==> src/rtl/chip_if_pkg.sv <==
// Shared definitions for the analog chip pin interface: widths, write-sequencer
// state encoding and the {wen,wbuf,cal} pin modes used by both chip-side paths.
package chip_if_pkg;

    localparam int AW_DEF = 9;
    localparam int DW_DEF = 16;

    typedef enum logic [1:0] {
        ST_IDLE  = 2'd0,
        ST_SETUP = 2'd1,
        ST_PULSE = 2'd2,
        ST_HOLD  = 2'd3
    } wr_state_e;

    // Pin modes packed as {wen, wbuf, cal}
    localparam logic [2:0] PIN_MODE_IDLE     = 3'b000;
    localparam logic [2:0] PIN_MODE_ARRAY_WR = 3'b100;
    localparam logic [2:0] PIN_MODE_IOBUF_WR = 3'b110;

    function automatic int max3(input int x, input int y, input int z);
        int m;
        m = x;
        if (y > m) begin
            m = y;
        end else begin
            m = m;
        end
        if (z > m) begin
            m = z;
        end else begin
            m = m;
        end
        return m;
    endfunction

endpackage

==> src/rtl/sync_fifo.sv <==
// Single-clock request FIFO with registered occupancy count; pointers wrap
// naturally because DEPTH is a power of two.
module sync_fifo #(
    parameter int WIDTH = 27,
    parameter int DEPTH = 4
) (
    input  logic                   clk,
    input  logic                   rst_n,
    input  logic                   i_push,
    input  logic                   i_pop,
    input  logic [WIDTH-1:0]       i_data,
    output logic [WIDTH-1:0]       o_data,
    output logic                   o_full,
    output logic                   o_empty,
    output logic [$clog2(DEPTH):0] o_count
);
    localparam int PW = $clog2(DEPTH);
    localparam logic [PW:0]   CNT_FULL = (PW+1)'(DEPTH);
    localparam logic [PW:0]   CNT_ZERO = (PW+1)'(0);
    localparam logic [PW:0]   CNT_ONE  = (PW+1)'(1);
    localparam logic [PW-1:0] PTR_ONE  = PW'(1);

    logic [WIDTH-1:0] r_mem [DEPTH];
    logic [PW-1:0]    r_wr_ptr;
    logic [PW-1:0]    r_rd_ptr;
    logic [PW:0]      r_count;
    logic             w_push;
    logic             w_pop;

    assign o_full  = (r_count == CNT_FULL);
    assign o_empty = (r_count == CNT_ZERO);
    assign o_count = r_count;
    assign o_data  = r_mem[r_rd_ptr];
    assign w_push  = i_push & ~o_full;
    assign w_pop   = i_pop & ~o_empty;

    // Entry storage carries data only, so it needs no reset
    always_ff @(posedge clk) begin
        if (w_push) begin
            r_mem[r_wr_ptr] <= i_data;
        end else begin
            r_mem[r_wr_ptr] <= r_mem[r_wr_ptr];
        end
    end

    // Pointer and occupancy bookkeeping
    always_ff @(posedge clk or negedge rst_n) begin
        if (!rst_n) begin
            r_wr_ptr <= PW'(0);
            r_rd_ptr <= PW'(0);
            r_count  <= CNT_ZERO;
        end else begin
            if (w_push) begin
                r_wr_ptr <= r_wr_ptr + PTR_ONE;
            end else begin
                r_wr_ptr <= r_wr_ptr;
            end
            if (w_pop) begin
                r_rd_ptr <= r_rd_ptr + PTR_ONE;
            end else begin
                r_rd_ptr <= r_rd_ptr;
            end
            case ({w_push, w_pop})
                2'b10:   r_count <= r_count + CNT_ONE;
                2'b01:   r_count <= r_count - CNT_ONE;
                default: r_count <= r_count;
            endcase
        end
    end

endmodule

==> src/rtl/chip_wr_seq.sv <==
// Write-side sequencer for the analog chip: queues host writes and replays each
// onto a/d/wen/wbuf/cal with programmable setup, pulse and hold timing.
module chip_wr_seq
    import chip_if_pkg::*;
#(
    parameter int AW         = AW_DEF,
    parameter int DW         = DW_DEF,
    parameter int T_SETUP    = 2,
    parameter int T_PULSE    = 4,
    parameter int T_HOLD     = 2,
    parameter int FIFO_DEPTH = 4
) (
    input  logic          clk,
    input  logic          rst_n,
    input  logic          i_req_valid,
    output logic          o_req_ready,
    input  logic [AW-1:0] i_req_addr,
    input  logic [DW-1:0] i_req_data,
    input  logic          i_req_buf,
    input  logic          i_req_cal,
    output logic          o_busy,
    output logic          o_wr_done,
    output logic [AW-1:0] o_a,
    output logic [DW-1:0] o_d,
    output logic          o_wen,
    output logic          o_wbuf,
    output logic          o_cal
);
    localparam int CW   = $clog2(max3(T_SETUP, T_PULSE, T_HOLD)) + 1;
    localparam int FW   = AW + DW + 2;
    localparam int CNTW = $clog2(FIFO_DEPTH) + 1;
    localparam logic [CW-1:0] CNT_ZERO = CW'(0);
    localparam logic [CW-1:0] CNT_ONE  = CW'(1);
    localparam logic [CW-1:0] SETUP_LD = CW'(T_SETUP - 1);
    localparam logic [CW-1:0] PULSE_LD = CW'(T_PULSE - 1);
    localparam logic [CW-1:0] HOLD_LD  = CW'(T_HOLD - 1);

    wr_state_e       r_state;
    wr_state_e       w_state_nxt;
    logic [CW-1:0]   r_cnt;
    logic [CW-1:0]   w_cnt_nxt;
    logic            w_load;
    logic            w_to_idle;
    logic            w_full;
    logic            w_empty;
    logic            w_push;
    logic [CNTW-1:0] w_count;
    logic [FW-1:0]   w_push_data;
    logic [FW-1:0]   w_head;
    logic            r_rdy_en;
    logic [AW-1:0]   r_a;
    logic [DW-1:0]   r_d;
    logic            r_wen;
    logic            r_wbuf;
    logic            r_cal;
    logic            r_wr_done;

    // Ready is held low through reset and comes up on the first clock after release
    assign o_req_ready = r_rdy_en & ~w_full;
    assign w_push      = i_req_valid & o_req_ready;
    assign w_push_data = {i_req_addr, i_req_data, i_req_buf, i_req_cal};
    assign o_busy      = (w_count != CNTW'(0)) || (r_state != ST_IDLE);
    assign o_wr_done   = r_wr_done;
    assign o_a         = r_a;
    assign o_d         = r_d;
    assign o_wen       = r_wen;
    assign o_wbuf      = r_wbuf;
    assign o_cal       = r_cal;

    sync_fifo #(
        .WIDTH (FW),
        .DEPTH (FIFO_DEPTH)
    ) u_fifo (
        .clk     (clk),
        .rst_n   (rst_n),
        .i_push  (w_push),
        .i_pop   (w_load),
        .i_data  (w_push_data),
        .o_data  (w_head),
        .o_full  (w_full),
        .o_empty (w_empty),
        .o_count (w_count)
    );

    // Next-state, phase counter and FIFO pop decision
    always_comb begin
        w_state_nxt = r_state;
        w_cnt_nxt   = r_cnt;
        w_load      = 1'b0;
        w_to_idle   = 1'b0;
        case (r_state)
            ST_IDLE: begin
                if (!w_empty) begin
                    w_load      = 1'b1;
                    w_state_nxt = ST_SETUP;
                    w_cnt_nxt   = SETUP_LD;
                end else begin
                    w_state_nxt = ST_IDLE;
                end
            end
            ST_SETUP: begin
                if (r_cnt == CNT_ZERO) begin
                    w_state_nxt = ST_PULSE;
                    w_cnt_nxt   = PULSE_LD;
                end else begin
                    w_cnt_nxt = r_cnt - CNT_ONE;
                end
            end
            ST_PULSE: begin
                if (r_cnt == CNT_ZERO) begin
                    w_state_nxt = ST_HOLD;
                    w_cnt_nxt   = HOLD_LD;
                end else begin
                    w_cnt_nxt = r_cnt - CNT_ONE;
                end
            end
            ST_HOLD: begin
                if (r_cnt == CNT_ZERO) begin
                    // Back-to-back: a queued request goes straight to SETUP
                    if (!w_empty) begin
                        w_load      = 1'b1;
                        w_state_nxt = ST_SETUP;
                        w_cnt_nxt   = SETUP_LD;
                    end else begin
                        w_to_idle   = 1'b1;
                        w_state_nxt = ST_IDLE;
                    end
                end else begin
                    w_cnt_nxt = r_cnt - CNT_ONE;
                end
            end
            default: begin
                w_state_nxt = ST_IDLE;
                w_cnt_nxt   = CNT_ZERO;
            end
        endcase
    end

    // State, counter and registered chip pins
    always_ff @(posedge clk or negedge rst_n) begin
        if (!rst_n) begin
            r_state   <= ST_IDLE;
            r_cnt     <= CNT_ZERO;
            r_rdy_en  <= 1'b0;
            r_a       <= AW'(0);
            r_d       <= DW'(0);
            r_wen     <= 1'b0;
            r_wbuf    <= 1'b0;
            r_cal     <= 1'b0;
            r_wr_done <= 1'b0;
        end else begin
            r_state   <= w_state_nxt;
            r_cnt     <= w_cnt_nxt;
            r_rdy_en  <= 1'b1;
            r_wen     <= (w_state_nxt == ST_PULSE);
            // Fires during the final HOLD cycle
            r_wr_done <= (w_state_nxt == ST_HOLD) && (w_cnt_nxt == CNT_ZERO);
            if (w_load) begin
                {r_a, r_d, r_wbuf, r_cal} <= w_head;
            end else if (w_to_idle) begin
                r_wbuf <= PIN_MODE_IDLE[1];
                r_cal  <= PIN_MODE_IDLE[0];
            end else begin
                r_a    <= r_a;
                r_d    <= r_d;
                r_wbuf <= r_wbuf;
                r_cal  <= r_cal;
            end
        end
    end

endmodule

==> config.mk <==
export PLATFORM = sky130hd
export DESIGN_NAME = chip_wr_seq
export DESIGN_NICKNAME = d
export VERILOG_FILES = /design/src/rtl/chip_if_pkg.sv /design/src/rtl/sync_fifo.sv /design/src/rtl/chip_wr_seq.sv
export SDC_FILE = /design/constraint.sdc
export NUM_CORES = 1
export LEC_CHECK = 0
export CORE_UTILIZATION = 45
export CTS_CLUSTER_SIZE = 8
export DETAILED_ROUTE_END_ITERATION = 8
export PLACE_DENSITY = 0.67
export SYNTH_ARGS = -nofsm -noshare
export SYNTH_HDL_FRONTEND = slang
export SYNTH_SLANG_ARGS = --single-unit
export TNS_END_PERCENT = 10
==> constraint.sdc <==
create_clock -name clk -period 2.2 [get_ports clk]
set_input_delay 0.33 -clock clk [delete_from_list [all_inputs] [get_ports clk]]
set_output_delay 0.33 -clock clk [all_outputs]
set_load 0.005 [all_outputs]
Word-level counts from Yosys, hierarchy flattened
Memories as Yosys holds them, arrays and structs flattened.
Cells that the tools add are included.
- word-level logic and storage cells: 69
- memories: 1
- input port bits: 30
- bits in latches: 0
- output and inout port bits: 31
- ROM bits: 0
- register bits: 42
- memory bits (writable): 108
- memory list (name ; depth ; bits a word ; rd ports ; clocked after memory_dff ; write ports ; line ; text):
    u_fifo.r_mem ; 4 ; 27 ; 1 ; 0 ; 1 ; sync_fifo.sv:23 ; logic [WIDTH-1:0] r_mem [DEPTH];
- muxes and demuxes: 24
- divide/modulo/power cells: 0
- eq/ne operators: 9
- reductions and logical operators: 11
- add/subtract/negate cells: 5
- shift-type cells: 0
- bitwise operators: 7
- $lt $le $gt $ge: 0
- $mul: 0
- operators with widths (operator ; count):
    $mux 27 ; 1
    $mux 1 ; 12
    $mux 3 ; 4
    $pmux 3 s4 ; 1
    $eq 2x2->1 const B ; 5
    $logic_not 3->1 ; 3
    $pmux 2 s4 ; 1
    $mux 2 ; 3
    $pmux 3 s2 ; 1
    $reduce_bool 2->1 ; 3
    $sub 3x1->3 const B ; 2
    $add 2x1->2 const B ; 2
    $and 1x1->1 ; 4
    $eq 2x1->1 const B ; 2
    $add 3x1->3 const B ; 1
    $eq 3x3->1 const B ; 1
    $reduce_bool 3->1 ; 1
    $logic_not 2->1 ; 1
    $not 1->1 ; 2
    $pmux 1 s2 ; 1
    $reduce_and 2->1 ; 1
    $logic_and 1x1->1 ; 1
    $logic_or 1x1->1 ; 1
    $ne 0x0->1 ; 1
    $or 1x1->1 ; 1

Logic depth before layout (Yosys ltp)
Gate-level depths: netlist (run 1).
- word-level depth: 8
- mapped depth: 12
- depth with buffers taken out: 11

By module
A second synthesis (run 1) with hierarchy kept.
- cells, all modules: 298
- area total of the unflattened synthesis: 6065.8 um^2
- by module, submodules not included (module ; area an instance (um^2) ; cells each ; times used ; seq. area each (um^2)):
    sync_fifo ; 4330.4 ; 178 ; 1 ; 3418.3
    chip_wr_seq ; 1735.4 ; 120 ; 1 ; 875.8

Worst setup path after synthesis (run 1)
No wires, ideal clock.
- path type: register to register
- start: reg r_cnt[0]
- end: reg u_fifo.r_count[2] (netlist: u_fifo.o_count[2])
- path buffers: 1
- stages on the path, launching flop included: 13
- data arrival time: 2310 ps
- slack: -189 ps
- data required time: 2121 ps
- cell sequence: dfrtp_1 > inv_1 > ha_1 > nor2b_4 > a21oi_1 > nor3_4 > buf_4 > ha_1 > inv_1 > fa_1 > xor2_1 > nor2_1 > xor2_1
- cells in the longest elaborated chain, start to end: 6
- elaborated cells on any way between the ends: 8
- ends and longest elaborated chain (what ; line ; text):
    from (decl) ; chip_wr_seq.sv:40 ; logic [CW-1:0] r_cnt;
    from (signal assigned) ; chip_wr_seq.sv:153 ; r_cnt <= w_cnt_nxt;
    $logic_not 3->1 * ; chip_wr_seq.sv:118 ; if (r_cnt == CNT_ZERO) begin
    $mux 1 * ; chip_wr_seq.sv:118 ;
    $pmux 1 s2 * ; chip_wr_seq.sv:91 ; case (r_state)
    $and 1x1->1 * ; sync_fifo.sv:35 ; assign w_pop = i_pop & ~o_empty;
    net u_fifo.w_pop ; sync_fifo.sv:28 ; logic w_pop;
    $eq 2x1->1 / $eq 2x2->1 (equally long branches) ; sync_fifo.sv:63 ; case ({w_push, w_pop})
    $pmux 3 s2 / $reduce_bool 2->1 (equally long branches) ; -- ;
    to (signal assigned) ; sync_fifo.sv:64 ; 2'b10: r_count <= r_count + CNT_ONE;
    to (signal assigned) ; sync_fifo.sv:65 ; 2'b01: r_count <= r_count - CNT_ONE;
    to (signal assigned) ; sync_fifo.sv:66 ; default: r_count <= r_count;
    to (decl) ; sync_fifo.sv:26 ; logic [PW:0] r_count;
The timed path passes the listed nets; every way through them passes the cells marked *.
A chain may end at the register's enable or synchronous reset.

Worst setup path after layout (run 1)
- start: reg u_fifo.r_count[0] (netlist: u_fifo.o_count[0])
- end: out o_busy
- cells in the longest elaborated chain, start to end: 2
- ends and longest elaborated chain (what ; line ; text):
    $reduce_bool 3->1 ; chip_wr_seq.sv:62 ; assign o_busy = (w_count != CNTW'(0)) || (r_state != ST_IDLE);
    $logic_or 1x1->1 ; chip_wr_seq.sv:62 ;
    to (decl) ; chip_wr_seq.sv:21 ; output logic o_busy,
No other way between the ends.

==> metrics, run 1 <==
status=finished, final reports clean; CP cell instances=buf_4, nor3_2, buf_4, nand2_1, clkdlybuf4s50_1; crit-path max cell delay=0.45 ns; Worst-Margin Slew=0.582 ns; Critical Path Source=u_fifo.o_count[0]$_DFFE_PN0P_; Clock Latency Late Sink=0.41 ns; clock buffer depth=2; Post-Layout Cell Count=566; P_leak=2.67 nW; Filler cells=985; die height=116 um; WP depth=5; class of the worst hold path=in2async; GRT overflow=0; Core Util, Final=58.8%; total power=9.97 mW; vias per inst=5.08; Total Routing Usage GR=16.7%; Top Family by Delay on Critical Path=buffers and inverters; Pins Over Slew Limit=0; DP Worst Slack=0.0502 ns; crit path capture type=output pin; Setup CP Type=reg2out; min cycle time layout=2.11 ns; share of total power in sequential cells=39.8%; final setup vio count=0; maxcap violations=0; CTS H-tree lvls=4; first-pass GRT wire length=15.8 mm; Die X=116 um; ys flop type=edfxtp_1; peak supply drop=581 uV; CP Launch Type=register; Sw Share=27.2%; Internal Power=7.26 mW; mean routed wirelength per cell=17.6 um; total number of vias=2,874; Crit path top cell by count=buf_4; PortBufs=60; Ys Warns=0; CP arrival=1.78 ns; CTS sink count=150; Cell variety after synth=39; die area=0.0134 mm^2; num ports=61; fin worst setup slack=0.0899 ns; vias in the first global route=2,957; P per Cell Area=1340 mW/mm^2; Reg2Reg Depth=9; number of synthesized register bits=150; Critical Path RT=1.87 ns; skew final=0.00579 ns; largest net degree at the start of global routing=32; syn avg cell area=19.9 um^2; ANT nets after route=0; Initial Util=46.3%; TritonCTS clock tree=built; share of post-route cells with drive strength above 1=26.9%; dpl cell area=0.00681 mm^2; clk slew on worst S/H paths=0.06 ns; # DRC=0; share of the synthesized area in the top cell type=55.5%; CTS root buffer=clkbuf_16; DRT Pass-1 Iters=4; cells after synthesis=294; fmax=474 MHz; P_sw=2.71 mW; mapped cell area=0.00584 mm^2; crit path max-delay cell type=clkdlybuf4s50_1; total length of routed wires=9.95 mm; final period utilization=95.9%; post-route cell area=0.00742 mm^2; number of diodes=0; Synth area leaders=edfxtp_1 (55%), dfrtp_1 (18%), mux4_2 (8.5%); core area=0.0126 mm^2; Post-synth ARST share=28.0%; placed cells=531; antenna violations before repair=0; Seq/Total Area, Yosys=73.5%; Slew HR=61.2%; combinational fraction of design power=32.7%; Post-Syn Nets=337; row count=41; Final GP Congestion=0.764; clock share of power=27.5%; FF-to-FF Start=r_state[0]$_DFF_PN0_; EDFF count, synth=108; Final Hold Vio Count=0; DP Wirelength=6.00 mm; Num CTS Buffers=17; area leader, netlist=edfxtp_1; RSZ-0062 raised after global routing=false; fin nets=424; DRT iter0 DRCs=138; Max FO, Critical Path=6; Area growth, synth to finish=27.0%; CP bufs+invs=3
logic make-up (layout without fill, tap and decap cells):
group / count (synthesis) / after routing / synth area share (%)
AO/OA/AOI/OAI: 19 / 19 / 1.93
adder cells (fa/ha/maj): 13 / 13 / 2.91
XOR/XNOR: 6 / 6 / 0.899
multiplexers: 53 / 53 / 15.7
other: 1 / 1 / 0.0642
flip-flops: 150 / 150 / 73.5
AND/OR/NAND/NOR: 31 / 31 / 3.17
buffers and inverters: 21 / 121 / 1.84
power by group through the flow:
stage	clock network, mW	logic [mW]	registers, mW
floorplan	0	2.09	3.95
global placement	0	3.18	4.01
detailed placement	0	3.25	4.03
CTS	2.80	3.27	3.98
global route	2.92	3.58	4.04
finish	2.74	3.26	3.97
flip-flops by register name, indices dropped and copies added, names as in the netlist:
signal,count
o_a,9
u_fifo.r_mem,108
r_rdy_en,1
o_wbuf,1
o_d,16
o_wr_done,1
u_fifo.r_rd_ptr,2
o_wen,1
r_state,2
u_fifo.o_count,3
u_fifo.r_wr_ptr,2
o_cal,1
r_cnt,3
per-layer routing:
metal	up-vias	wire (um)	global-route usage (%)
li1	1326	-	-
met1	1473	4250	20.3
met2	68	5190	28.4
met3	7	405	4.76
met4	0	100	6.58
met5	-	0	0
worst register-to-register path, stage by stage, from the launching register on:
cell     delay, ns
dfrtp_1       0.42
inv_1         0.16
ha_4          0.23
nor3_4        0.20
ha_4          0.16
inv_1         0.05
fa_2          0.33
xor2_1        0.15
nor2_1        0.12
xor2_1        0.16
area by class of cell:
type / instances / area [um^2] / area share (%)
Clock inverter: 10 / 105 / 1.42
Clock buffer: 22 / 464 / 6.25
Inverter: 12 / 45.0 / 0.607
Multi-Input combinational cell: 123 / 1500 / 20.2
Tap cell: 172 / 215 / 2.90
Timing Repair Buffer: 77 / 801 / 10.8
Sequential cell: 150 / 4300 / 57.9
path summary, 6_finish.rpt:
check                                                      to  slack [ns]
max in group asynchronous                  o_d[3]$_DFFE_PN0P_        1.23
worst min register to register            o_d[10]$_DFFE_PN0P_        0.48
worst min-delay path                       o_d[6]$_DFFE_PN0P_        0.45
worst max register to register  u_fifo.o_count[2]$_DFFE_PN0P_        0.15
min in group clk                          o_d[10]$_DFFE_PN0P_        0.48
worst max-delay path                                   o_busy        0.09
cell usage after synthesis, types with 3 or more instances:
cell type,count
mux4_1,5
mux4_2,22
edfxtp_1,108
mux2_2,24
nand2_1,10
xnor2_1,3
inv_1,12
xor2_1,3
a21oi_1,6
nor2_1,4
and3_1,5
buf_4,3
o21ai_0,6
dfrtp_1,42
ha_1,12
repair_timing:
| action | 4_1_cts | 5_1_grt |
|---|---|---|
| endpoints found under the setup margin | 0 | 2 |
| endpoints found under the hold margin | 20 | 0 |
| hold buffers | 1 | 0 |
| resized for setup | 0 | 2 |
| buffers inserted | 0 | 2 |
stage by stage:
step,setup TNS (ns),hold slack [ns]
after floorplan,-0.0126,0.0344
after global placement,0,0.375
after detailed placement,0,0.374
after CTS,0,0.469
after global routing,0,0.507
final,0,0.453
layout by cell type (no fill, tap or decap), drive strengths merged:
| cell type | netlist | routed |
|---|---|---|
| nand2 | 10 | 10 |
| conb | 1 | 1 |
| xnor2 | 3 | 3 |
| dfrtp | 42 | 42 |
| edfxtp | 108 | 108 |
| a32oi | 1 | 1 |
| xor2 | 3 | 3 |
| nor2b | 1 | 1 |
| dlygate4sd3 | 0 | 1 |
| nor3 | 2 | 2 |
| nor2 | 4 | 4 |
| clkinvlp | 0 | 3 |
| inv | 12 | 12 |
| or3 | 2 | 2 |
| bufinv | 0 | 2 |
| nor4bb | 1 | 1 |
| o221ai | 1 | 1 |
| and3 | 5 | 5 |
| nor4b | 1 | 1 |
| o21bai | 1 | 1 |
| clkinv | 0 | 5 |
| nand2b | 1 | 1 |
| o21ai | 6 | 6 |
| mux2 | 25 | 25 |
| and2 | 1 | 1 |
| clkbuf | 1 | 22 |
| fa | 1 | 1 |
| a21oi | 6 | 6 |
| ha | 12 | 12 |
| o31ai | 1 | 1 |
| nor3b | 1 | 1 |
| mux2i | 1 | 1 |
| nand3 | 2 | 2 |
| clkdlybuf4s50 | 0 | 59 |
| mux4 | 27 | 27 |
| a31oi | 2 | 2 |
| buf | 8 | 17 |
| o21a | 1 | 1 |
Note: power is estimated with default switching activity, not from simulation.
==> inputs of run 2 (changes only) <==
Settings changed: SYNTH_HIERARCHICAL set to 1.
==> run 2 against run 1 <==
Effect of this change: fmax down 2.5%; via count up 4.9%; global-route usage up 0.57 points; area after synthesis up 3.8%; sequential power about the same; largest cell class unchanged; synthesized cell count up 1.4%.
==> metrics, run 2 <==
status=finished, final reports clean; EDFF count, synth=108 (unchanged); RSZ-0062 raised after global routing=true; Post-synth ARST share=28.0% (unchanged); number of synthesized register bits=150 (unchanged); Final Hold Vio Count=0 (unchanged); vias in the first global route=3,282 (+11%); skew final=0.00686 ns (+0.00107 ns); row count=42 (+2.4%); CP Launch Type=register; share of the synthesized area in the top cell type=53.5% (-2.0 points); FF-to-FF Start=r_cnt[0]$_DFF_PN0_; vias per inst=5.13 (+0.95%); Setup CP Type=reg2reg; total number of vias=3,014 (+4.9%); area leader, netlist=edfxtp_1; DRT Pass-1 Iters=4 (unchanged); ANT nets after route=0 (unchanged); clock buffer depth=2 (unchanged); ys flop type=edfxtp_1; Area growth, synth to finish=28.0%; antenna violations before repair=0 (unchanged); clk slew on worst S/H paths=0.06 ns (about the same); Synth area leaders=edfxtp_1 (53%), dfrtp_1 (17%), mux4_2 (9.7%); Seq/Total Area, Yosys=70.8% (-2.7 points); Total Routing Usage GR=17.3% (+0.57 points); final setup vio count=0 (unchanged); post-cts hold buffer count=0 (-1); largest net degree at the start of global routing=43 (+34%); count leader, synth=edfxtp_1; Post-Syn Nets=341 (+1.2%); number of diodes=0 (unchanged); die height=118 um (+1.8%); final period utilization=98.4% (+2.4 points); CTS H-tree lvls=4 (unchanged); first-pass GRT wire length=17.7 mm (+12%); Pins Over Slew Limit=0 (unchanged); class of the worst hold path=in2async; syn avg cell area=20.4 um^2 (+2.4%); Ys Warns=6 (+6); cells after synthesis=298 (+1.4%); Largest register FFs=108 (unchanged); Clock Latency Late Sink=0.42 ns (about the same); Worst-Margin Slew=0.603 ns (+0.0204 ns); min cycle time layout=2.16 ns (+0.0538 ns); CP arrival=2.51 ns (+0.73 ns); peak supply drop=780 uV (+34%); FF-to-FF setup slack=0.04 ns (-0.11 ns); DP Wirelength=6.37 mm (+6.0%); P_leak=2.91 nW (+8.9%); Worst R2R End=u_fifo/o_count[2]$_DFFE_PN0P_; die area=0.0139 mm^2 (+3.7%); most flop-heavy register=u_fifo/r_mem; Cell variety after synth=46 (+18%); crit path capture type=register; Initial Util=46.0% (-0.32 points); hold slack=0.00246 ns (-0.451 ns); most common cell after layout, fill and taps aside=edfxtp_1; fin nets=442 (+4.2%); Setup TNS Final=0 ns (unchanged); CTS sink count=150 (unchanged); Final GP Congestion=0.749 (-1.9%); TritonCTS clock tree=built; # DRC=0 (unchanged); Reg2Reg Depth=12 (+3); Die X=118 um (+1.8%); Num CTS Buffers=17 (unchanged); most frequent cells in the layout=edfxtp_1 (108), clkdlybuf4s50_1 (58), dfrtp_1 (40); num ports=61 (unchanged); mapped cell area=0.00607 mm^2 (+3.8%); Synth top cells by count=edfxtp_1 (108), dfrtp_1 (42), mux4_2 (26); core area=0.0132 mm^2 (+4.5%); CTS root buffer=clkbuf_16; fmax=462 MHz (-2.5%); Filler cells=981 (-0.41%); P per Cell Area=1470 mW/mm^2 (+9.6%); share of post-route cells with drive strength above 1=35.7% (+8.8 points); mean routed wirelength per cell=18.4 um (+4.9%); GRT overflow=0 (unchanged); Max FO, Critical Path=3 (-3); DRT iter0 DRCs=160 (+16%); PortBufs=60 (unchanged); Critical Path RT=2.54 ns (+0.67 ns); maxcap violations=0 (unchanged); Slew HR=59.8% (-1.4 points); total length of routed wires=10.8 mm (+9.0%)
==> run 2: cell families (layout without fill, tap and decap cells) <==
family	Yosys count	in the layout	synth area share, %
AO/OA/AOI/OAI	18	18	2.85
XOR/XNOR	6	6	0.866
adder cells (fa/ha/maj)	13	13	2.81
buffers and inverters	24	138	2.39
flip-flops	150	150	70.8
multiplexers	54	54	16.6
other	1	1	0.0618
AND/OR/NAND/NOR	32	32	3.61
==> run 2: power breakdown <==
part           total [mW]  switching (mW)  internal [mW]
Clock                3.01            1.08           1.92
Sequential           4.00           0.312           3.69
Combinational        4.42            1.84           2.57
==> run 2: cell type report <==
cell class	count	area, um^2	area share (%)
flip-flops and latches	150	4300	55.4
clock buffers	23	458	5.90
inverters	14	52.6	0.677
well taps	176	220	2.84
multi-input cells	124	1700	21.9
clock inverters	9	153	1.97
repair buffers	92	885	11.4
==> run 2: worst max path at each step <==
stage,startpoint,endpoint,slack [ns],cells past startpoint
3_5_place_dp,r_state[0]$_DFF_PN0_,u_fifo/o_count[2]$_DFFE_PN0P_,-0.11,12
2_1_floorplan,r_state[0]$_DFF_PN0_,u_fifo/o_count[2]$_DFFE_PN0P_,-0.12,12
4_1_cts,r_state[0]$_DFF_PN0_,o_busy,0.007,4
3_3_place_gp,r_state[0]$_DFF_PN0_,u_fifo/o_count[2]$_DFFE_PN0P_,0.02,12
6_report,r_cnt[0]$_DFF_PN0_,u_fifo/o_count[2]$_DFFE_PN0P_,0.04,12
5_1_grt,u_fifo/o_count[1]$_DFFE_PN0P_,u_fifo/o_count[2]$_DFFE_PN0P_,-0.07,11
==> run 2: through the flow <==
stage | util [%] | setup WS, ns | cells | power (mW) | instance area (um^2)
floorplan | - | -0.125 | 298 | 6.94 | 6090
global placement | 53.5 | 0.0249 | 549 | 8.21 | 7060
detailed placement | 53.5 | -0.110 | 549 | 8.31 | 7060
CTS | 58.6 | 0.00710 | 585 | 11.5 | 7730
global route | 58.9 | -0.0665 | 588 | 12.0 | 7760
finish | 58.9 | 0.0361 | 588 | 11.4 | 7760
==> run 2: layer usage <==
layer  vias to the layer above  track usage [%]  share of wire, %
met5                         -                0                 0
met4                         0             6.97               1.3
met3                        13             4.60               4.1
met2                        73             28.6                50
met1                      1572             21.7                45
li1                       1356                -                 -
==> run 2: what timing repair did <==
action	in CTS	in global routing
endpoints found under the setup margin	2	2
gates resized for setup	9	7
setup buffers	4	3
pin swaps	4	6
==> run 2: critical path, stage by stage (launching register included) <==
cell and delay (ns):
dfrtp_1 0.40, inv_2 0.09, ha_4 0.13, and3b_2 0.22, o21ai_4 0.06, inv_1 0.05
o31a_1 0.15, ha_2 0.20, inv_2 0.04, fa_2 0.32, xor2_1 0.15, nor2_1 0.11
xor2_1 0.17
